<file path="src/rtl/render_scheduler_if.sv">
// rtl/render_scheduler_if.sv - scheduler control/clear/status signal bundle
// master: render_scheduler side; slave: host/display/generator side.
interface render_scheduler_if #(
    parameter int ADDR_BITS         = 17,
    parameter int ZBUFFER_DATA_BITS = 20
);
    logic                         enable;
    logic                         vsync;
    logic [15:0]                  clear_color;
    logic                         gen_frame_start;
    logic                         gen_frame_done;
    logic                         clr_wr_en;
    logic [ADDR_BITS-1:0]         clr_wr_addr;
    logic [15:0]                  clr_fb_data;
    logic [ZBUFFER_DATA_BITS-1:0] clr_z_data;
    logic                         front_sel;
    logic                         back_sel;
    logic                         vram_lock;
    logic                         busy;
    logic [15:0]                  frame_count;
    logic                         timeout_err;

    modport master (
        input  enable, vsync, clear_color, gen_frame_done,
        output gen_frame_start, clr_wr_en, clr_wr_addr, clr_fb_data, clr_z_data,
               front_sel, back_sel, vram_lock, busy, frame_count, timeout_err
    );

    modport slave (
        output enable, vsync, clear_color, gen_frame_done,
        input  gen_frame_start, clr_wr_en, clr_wr_addr, clr_fb_data, clr_z_data,
               front_sel, back_sel, vram_lock, busy, frame_count, timeout_err
    );
endinterface

</file>
<file path="src/rtl/render_scheduler.sv">
// rtl/render_scheduler.sv - per-frame clear/render/swap sequencer
// Define RENDER_SCHED_DOUBLE_BUFFER_EN to toggle front/back buffer selects on swap.
module render_scheduler #(
    parameter int                           DISPLAY_WIDTH     = 320,
    parameter int                           DISPLAY_HEIGHT    = 240,
    parameter int                           ZBUFFER_DATA_BITS = 20,
    parameter logic [ZBUFFER_DATA_BITS-1:0] Z_CLEAR           = 20'hFFFFF,
    parameter int                           TIMEOUT_CYCLES    = 1048576,
    parameter int                           ADDR_BITS         = $clog2(DISPLAY_WIDTH*DISPLAY_HEIGHT)
) (
    input  logic                 clk,
    input  logic                 rst,
    render_scheduler_if.master   bus
);

    localparam int PIXELS  = DISPLAY_WIDTH * DISPLAY_HEIGHT;
    localparam int WD_BITS = $clog2(TIMEOUT_CYCLES) + 1;
    localparam logic [ADDR_BITS-1:0] LAST_ADDR = ADDR_BITS'(PIXELS - 1);
    localparam logic [WD_BITS-1:0]   WD_LAST   = WD_BITS'(TIMEOUT_CYCLES - 1);

`ifdef RENDER_SCHED_DOUBLE_BUFFER_EN
    localparam logic DB_EN = 1'b1;
`else
    localparam logic DB_EN = 1'b0;
`endif

    typedef enum logic [2:0] {
        S_IDLE,
        S_CLEAR,
        S_START,
        S_RENDER,
        S_WAIT_VSYNC,
        S_SWAP
    } state_t;

    state_t               r_state;
    logic [ADDR_BITS-1:0] r_addr;
    logic [15:0]          r_fb_data;
    logic                 r_clr_wr_en;
    logic                 r_gen_start;
    logic                 r_front;
    logic                 r_back;
    logic                 r_lock;
    logic                 r_busy;
    logic [15:0]          r_frame_count;
    logic                 r_err;
    logic [WD_BITS-1:0]   r_wd;

    always_ff @(posedge clk) begin
        if (rst) begin
            r_state       <= S_IDLE;
            r_addr        <= '0;
            r_fb_data     <= '0;
            r_clr_wr_en   <= 1'b0;
            r_gen_start   <= 1'b0;
            r_front       <= 1'b0;
            r_back        <= DB_EN;
            r_lock        <= 1'b0;
            r_busy        <= 1'b0;
            r_frame_count <= '0;
            r_err         <= 1'b0;
            r_wd          <= '0;
        end else begin
            case (r_state)
                S_IDLE: begin
                    if (bus.enable) begin
                        r_fb_data   <= bus.clear_color;
                        r_addr      <= '0;
                        r_clr_wr_en <= 1'b1;
                        r_busy      <= 1'b1;
                        r_state     <= S_CLEAR;
                    end
                end
                S_CLEAR: begin
                    if (r_addr == LAST_ADDR) begin
                        r_clr_wr_en <= 1'b0;
                        r_addr      <= '0;
                        r_gen_start <= 1'b1;
                        r_lock      <= 1'b1;
                        r_state     <= S_START;
                    end else begin
                        r_addr <= r_addr + 1'b1;
                    end
                end
                S_START: begin
                    r_gen_start <= 1'b0;
                    r_wd        <= '0;
                    r_state     <= S_RENDER;
                end
                S_RENDER: begin
                    // Completion takes priority over a same-cycle timeout.
                    if (bus.gen_frame_done) begin
                        r_lock  <= 1'b0;
                        r_state <= S_WAIT_VSYNC;
                    end else if (r_wd == WD_LAST) begin
                        r_err   <= 1'b1;
                        r_lock  <= 1'b0;
                        r_state <= S_WAIT_VSYNC;
                    end else begin
                        r_wd <= r_wd + 1'b1;
                    end
                end
                S_WAIT_VSYNC: begin
                    if (bus.vsync) begin
                        r_state <= S_SWAP;
                    end
                end
                S_SWAP: begin
                    r_frame_count <= r_frame_count + 1'b1;
                    if (DB_EN) begin
                        r_front <= ~r_front;
                        r_back  <= r_front;
                    end
                    if (bus.enable) begin
                        r_fb_data   <= bus.clear_color;
                        r_addr      <= '0;
                        r_clr_wr_en <= 1'b1;
                        r_state     <= S_CLEAR;
                    end else begin
                        r_busy  <= 1'b0;
                        r_state <= S_IDLE;
                    end
                end
                default: begin
                    r_state <= S_IDLE;
                end
            endcase
        end
    end

    assign bus.gen_frame_start = r_gen_start;
    assign bus.clr_wr_en       = r_clr_wr_en;
    assign bus.clr_wr_addr     = r_addr;
    assign bus.clr_fb_data     = r_fb_data;
    assign bus.clr_z_data      = Z_CLEAR;
    assign bus.front_sel       = r_front;
    assign bus.back_sel        = r_back;
    assign bus.vram_lock       = r_lock;
    assign bus.busy            = r_busy;
    assign bus.frame_count     = r_frame_count;
    assign bus.timeout_err     = r_err;

endmodule

</file>
<file path="src/flat_wrapper.sv">
// flat-port wrapper written by rule: the top's interface ports become plain ports
module render_scheduler_flat 
#(
    parameter int                           DISPLAY_WIDTH     = 320,
    parameter int                           DISPLAY_HEIGHT    = 240,
    parameter int                           ZBUFFER_DATA_BITS = 20,
    parameter logic [ZBUFFER_DATA_BITS-1:0] Z_CLEAR           = 20'hFFFFF,
    parameter int                           TIMEOUT_CYCLES    = 1048576,
    parameter int                           ADDR_BITS         = $clog2(DISPLAY_WIDTH*DISPLAY_HEIGHT)
)
  (clk, rst, bus_enable, bus_vsync, bus_clear_color, bus_gen_frame_done, bus_gen_frame_start, bus_clr_wr_en, bus_clr_wr_addr, bus_clr_fb_data, bus_clr_z_data, bus_front_sel, bus_back_sel, bus_vram_lock, bus_busy, bus_frame_count, bus_timeout_err);
  render_scheduler_if #(.ADDR_BITS(ADDR_BITS), .ZBUFFER_DATA_BITS(ZBUFFER_DATA_BITS)) bus_i ();
  input  logic clk;
  input  logic rst;
  input wire logic [$bits(bus_i.enable)-1:0] bus_enable;
  input wire logic [$bits(bus_i.vsync)-1:0] bus_vsync;
  input wire logic [$bits(bus_i.clear_color)-1:0] bus_clear_color;
  input wire logic [$bits(bus_i.gen_frame_done)-1:0] bus_gen_frame_done;
  output wire logic [$bits(bus_i.gen_frame_start)-1:0] bus_gen_frame_start;
  output wire logic [$bits(bus_i.clr_wr_en)-1:0] bus_clr_wr_en;
  output wire logic [$bits(bus_i.clr_wr_addr)-1:0] bus_clr_wr_addr;
  output wire logic [$bits(bus_i.clr_fb_data)-1:0] bus_clr_fb_data;
  output wire logic [$bits(bus_i.clr_z_data)-1:0] bus_clr_z_data;
  output wire logic [$bits(bus_i.front_sel)-1:0] bus_front_sel;
  output wire logic [$bits(bus_i.back_sel)-1:0] bus_back_sel;
  output wire logic [$bits(bus_i.vram_lock)-1:0] bus_vram_lock;
  output wire logic [$bits(bus_i.busy)-1:0] bus_busy;
  output wire logic [$bits(bus_i.frame_count)-1:0] bus_frame_count;
  output wire logic [$bits(bus_i.timeout_err)-1:0] bus_timeout_err;
  assign bus_i.enable = bus_enable;
  assign bus_i.vsync = bus_vsync;
  assign bus_i.clear_color = bus_clear_color;
  assign bus_i.gen_frame_done = bus_gen_frame_done;
  assign bus_gen_frame_start = bus_i.gen_frame_start;
  assign bus_clr_wr_en = bus_i.clr_wr_en;
  assign bus_clr_wr_addr = bus_i.clr_wr_addr;
  assign bus_clr_fb_data = bus_i.clr_fb_data;
  assign bus_clr_z_data = bus_i.clr_z_data;
  assign bus_front_sel = bus_i.front_sel;
  assign bus_back_sel = bus_i.back_sel;
  assign bus_vram_lock = bus_i.vram_lock;
  assign bus_busy = bus_i.busy;
  assign bus_frame_count = bus_i.frame_count;
  assign bus_timeout_err = bus_i.timeout_err;
  render_scheduler #(.DISPLAY_WIDTH(DISPLAY_WIDTH), .DISPLAY_HEIGHT(DISPLAY_HEIGHT), .ZBUFFER_DATA_BITS(ZBUFFER_DATA_BITS), .Z_CLEAR(Z_CLEAR), .TIMEOUT_CYCLES(TIMEOUT_CYCLES), .ADDR_BITS(ADDR_BITS)) u_core (.clk(clk), .rst(rst), .bus(bus_i));
endmodule
</file>
<file path="config.mk">
export PLATFORM = sky130hd
export DESIGN_NAME = render_scheduler_flat
export DESIGN_NICKNAME = d
export VERILOG_FILES = /design/src/rtl/render_scheduler_if.sv /design/src/rtl/render_scheduler.sv /design/src/flat_wrapper.sv
export SDC_FILE = /design/constraint.sdc
export NUM_CORES = 1
export LEC_CHECK = 0
export BUFFER_PORTS_ARGS = -buffer_cell sky130_fd_sc_hd__buf_4
export CELL_PAD_IN_SITES_DETAIL_PLACEMENT = 1
export CELL_PAD_IN_SITES_GLOBAL_PLACEMENT = 1
export CORE_MARGIN = 2
export CORE_UTILIZATION = 39
export DETAILED_ROUTE_END_ITERATION = 8
export PLACE_DENSITY_LB_ADDON = 0.1
export REMOVE_ABC_BUFFERS = 1
export SLEW_MARGIN = 20
export SYNTH_ARGS = -nofsm -noshare
export SYNTH_HDL_FRONTEND = slang
export SYNTH_SLANG_ARGS = --single-unit
</file>
<file path="constraint.sdc">
create_clock -name clk -period 3 [get_ports clk]
set_clock_uncertainty 0.2 [all_clocks]
set_input_delay 0.6 -clock clk [delete_from_list [all_inputs] [get_ports clk]]
set_output_delay 0.6 -clock clk [all_outputs]
set_load 0.01 [all_outputs]
</file>
==> flow_metrics.tcl <==
set metrics [dict create \
    status "finished, final reports clean" \
    r2r_setup_slack_ns 0.49 \
    p_leak_nw 1.79 \
    post_cts_buffers 0 \
    die_y_um 103 \
    setup-tns-final_ns 0 \
    cts_root_buf "clkbuf_8" \
    ys_warn_count 0 \
    antenna_found_initial 0 \
    first_global_vias 3344 \
    power.density_mw_per_mm2 457 \
    pre_cts_slack_ns 0.489 \
    initial_utilization 0.396 \
    ys_top_cells_by_count "78 x dfxtp_1, 64 x nor2_1, 35 x nand2_1" \
    p_comb_frac 0.077 \
    irDropWorstVdd_v 0.000242 \
    critPathMaxFanout 26 \
    cp-end-kind "register" \
    tightest_slew_ns 0.751 \
    drt-vias-per-instance 5.11 \
    grt_pass1_wl_um 16200 \
    io_pins 97 \
    ant_nets 0 \
    tritoncts "yes" \
    rsz0062_at_grt "no" \
    ys_seq_elements 78 \
    path_class "register to register" \
    dieArea_mm2 0.0106 \
    cp.arrival_ns 2.61 \
    p_switching_mw 0.518 \
    seqPwrFrac 0.509 \
    worst_setup_path_start_kind "register" \
    grt_max_degree 41 \
    gp_congestion 0.797 \
    crit_required_ns 3.10 \
    hold_buffers 0 \
    drc 0 \
    layout.cells.non_filler 652 \
    synth_edf_count 0 \
    async_reset_ff_frac 0 \
    timing.final.ws_setup_ns 0.485 \
    fin_nets 539 \
    layout_min_cycle_time_ns 2.51 \
    netSwitchingFraction 0.246 \
    clk_path_buf_depth 2 \
    worstPathCellList "ha_1 -> nand3_4 -> or4_4 -> o21ai_4 -> o21ai_0 -> a21oi_1" \
    dieWidth_um 103 \
    area_delta_synth_final_pct 20.9 \
    max_cap_viol_count 0 \
    numCtsBuffers 9 \
    hold_viol 0 \
    vias 3333 \
    syn_area_per_cell_um2 8.55 \
    slowest_stage "or4_4" \
    maxSlewViolCount 0 \
    ys_types 55 \
    cts_resized 0 \
    antenna_cells 0 \
    grt_use_total 0.194 \
    yosys_most_used_dff "dfxtp_1" \
    firstDrtPassIters 4 \
    wl_um 9770 \
    synthDominantCellAreaShare 0.409 \
    fmax_mhz 398 \
    utilization 0.478 \
    fin_crit_sh 0.838 \
    yosysSeqAreaShare 0.409 \
    htreeDepth 3 \
    min_path_type "input pin to register" \
    avgRoutedWirePerCell_um 15.0 \
    synth_top_area_cell "dfxtp_1" \
    cts_sinks 78 \
    syn_area_mm2 0.00381 \
    postSynthCellCount 446 \
    drt_iter0_drc 71 \
    port_buffers 74 \
    core_area_mm2 0.00964 \
    internal_power_mw 1.59 \
    dpl.cell_count 637 \
    yosysMostFrequentCell "dfxtp_1" \
    finalSetupViolCount 0 \
    power_frac_clock 0.414 \
    relSlewSlack 0.499 \
    drive_gt1_frac 0.210 \
    dp_hpwl_um 6930 \
    insertion_delay_ns 0.36 \
    synth.top_cells.by_area "dfxtp_1 41%, nor2_1 6.3%, xor2_1 5.1%, mux2i_1 4.7%, buf_4 4.7%" \
    slowest_delay_ns 0.58 \
    placementRows 36 \
    clkTransAtPathRegs_ns 0.08 \
    grt_overflow 0 \
]
cell usage in the layout (no fill, tap or decap), types with 2 or more instances in the layout:
cell type / n
nor2b_1: 6
buf_4: 79
or2_2: 2
or4_1: 5
nor4_1: 3
xor2_1: 22
inv_1: 5
o21bai_1: 2
a31oi_1: 6
nor2_1: 64
xnor2_1: 7
o2111ai_1: 2
dfxtp_1: 78
a2111oi_2: 2
nor4_2: 2
bufinv_16: 2
o21ai_0: 24
and3_1: 5
nand3b_1: 2
nor3_1: 6
or3_1: 10
nand2_1: 35
clkbuf_8: 9
and2_1: 6
ha_1: 3
clkinvlp_4: 3
a21oi_1: 25
nor3b_1: 3
nand2b_1: 4
mux2i_1: 18
nor4bb_1: 2
and4_1: 6
nand3_1: 13
conb_1: 22
nand4b_1: 2
nand4_1: 12
a311oi_1: 2
sequential cells by signal (all words and copies together), names as in the netlist, 3 cells and up:
signal / flops
u_core.bus.clr_fb_data: 16
u_core.bus.clr_wr_addr: 17
u_core.bus.frame_count: 16
u_core.r_state: 3
u_core.r_wd: 21
worst paths after layout:
check | start | end | cells after the start
worst max-delay path | u_core.r_wd[0] | u_core.r_wd[14] | 6
worst min-delay path | bus_clear_color[12] | u_core.bus.clr_fb_data[12] | 3
worst max register to register | u_core.r_wd[0] | u_core.r_wd[14] | 6
worst min register to register | u_core.bus.timeout_err | u_core.bus.timeout_err | 2
worst max-delay path: cells and delay by family, from the launching register on:
kind	cells	cell delay (ns)
AOI/OAI and AO/OA	3	0.89
and+or+nand+nor	2	0.72
adders and majority gates	1	0.26
DFF	1	0.38
metrics by stage:
step	cell area, um^2	total power [mW]	hold slack, ns
2_1_floorplan	3640	1.18	0.247
3_3_place_gp	4400	1.26	0.256
3_5_place_dp	4400	1.26	0.263
4_1_cts	4610	2.13	0.264
5_1_grt	4610	2.20	0.258
6_report	4610	2.11	0.273
logic make-up after synthesis:
| logic type | count (synthesis) | share of synthesized area |
|---|---|---|
| xor+xnor | 29 | 0.0666 |
| buf+inv | 46 | 0.0699 |
| simple gates | 196 | 0.274 |
| other cells | 2 | 0.00197 |
| fa+ha+maj | 3 | 0.00984 |
| compound gates | 74 | 0.121 |
| mux | 18 | 0.0472 |
| flops | 78 | 0.409 |
layout make-up:
cell class,instances,area (um^2)
inverter,5,18.8
timing repair buffer,79,593
clock buffer,9,124
multi-input combinational,342,2060
fill,1220,5030
sequential,78,1560
tap,133,166
clock inverter,6,87.6
per-layer routing:
metal	vias to the layer above	GRT usage	part of all wire
met2	51	0.322	0.50
met4	0	0.0607	0.0095
met1	1615	0.247	0.45
li1	1660	-	-
met5	-	0	0
met3	7	0.0522	0.042
power groups by stage:
| stage | combinational, mW | sequential [mW] | clock, mW |
|---|---|---|---|
| after floorplan | 0.0731 | 1.10 | 0 |
| after global placement | 0.161 | 1.10 | 0 |
| after detailed placement | 0.164 | 1.10 | 0 |
| after CTS | 0.164 | 1.07 | 0.895 |
| after global routing | 0.179 | 1.08 | 0.942 |
| final | 0.161 | 1.07 | 0.872 |
(Power assumes the default switching activity.)
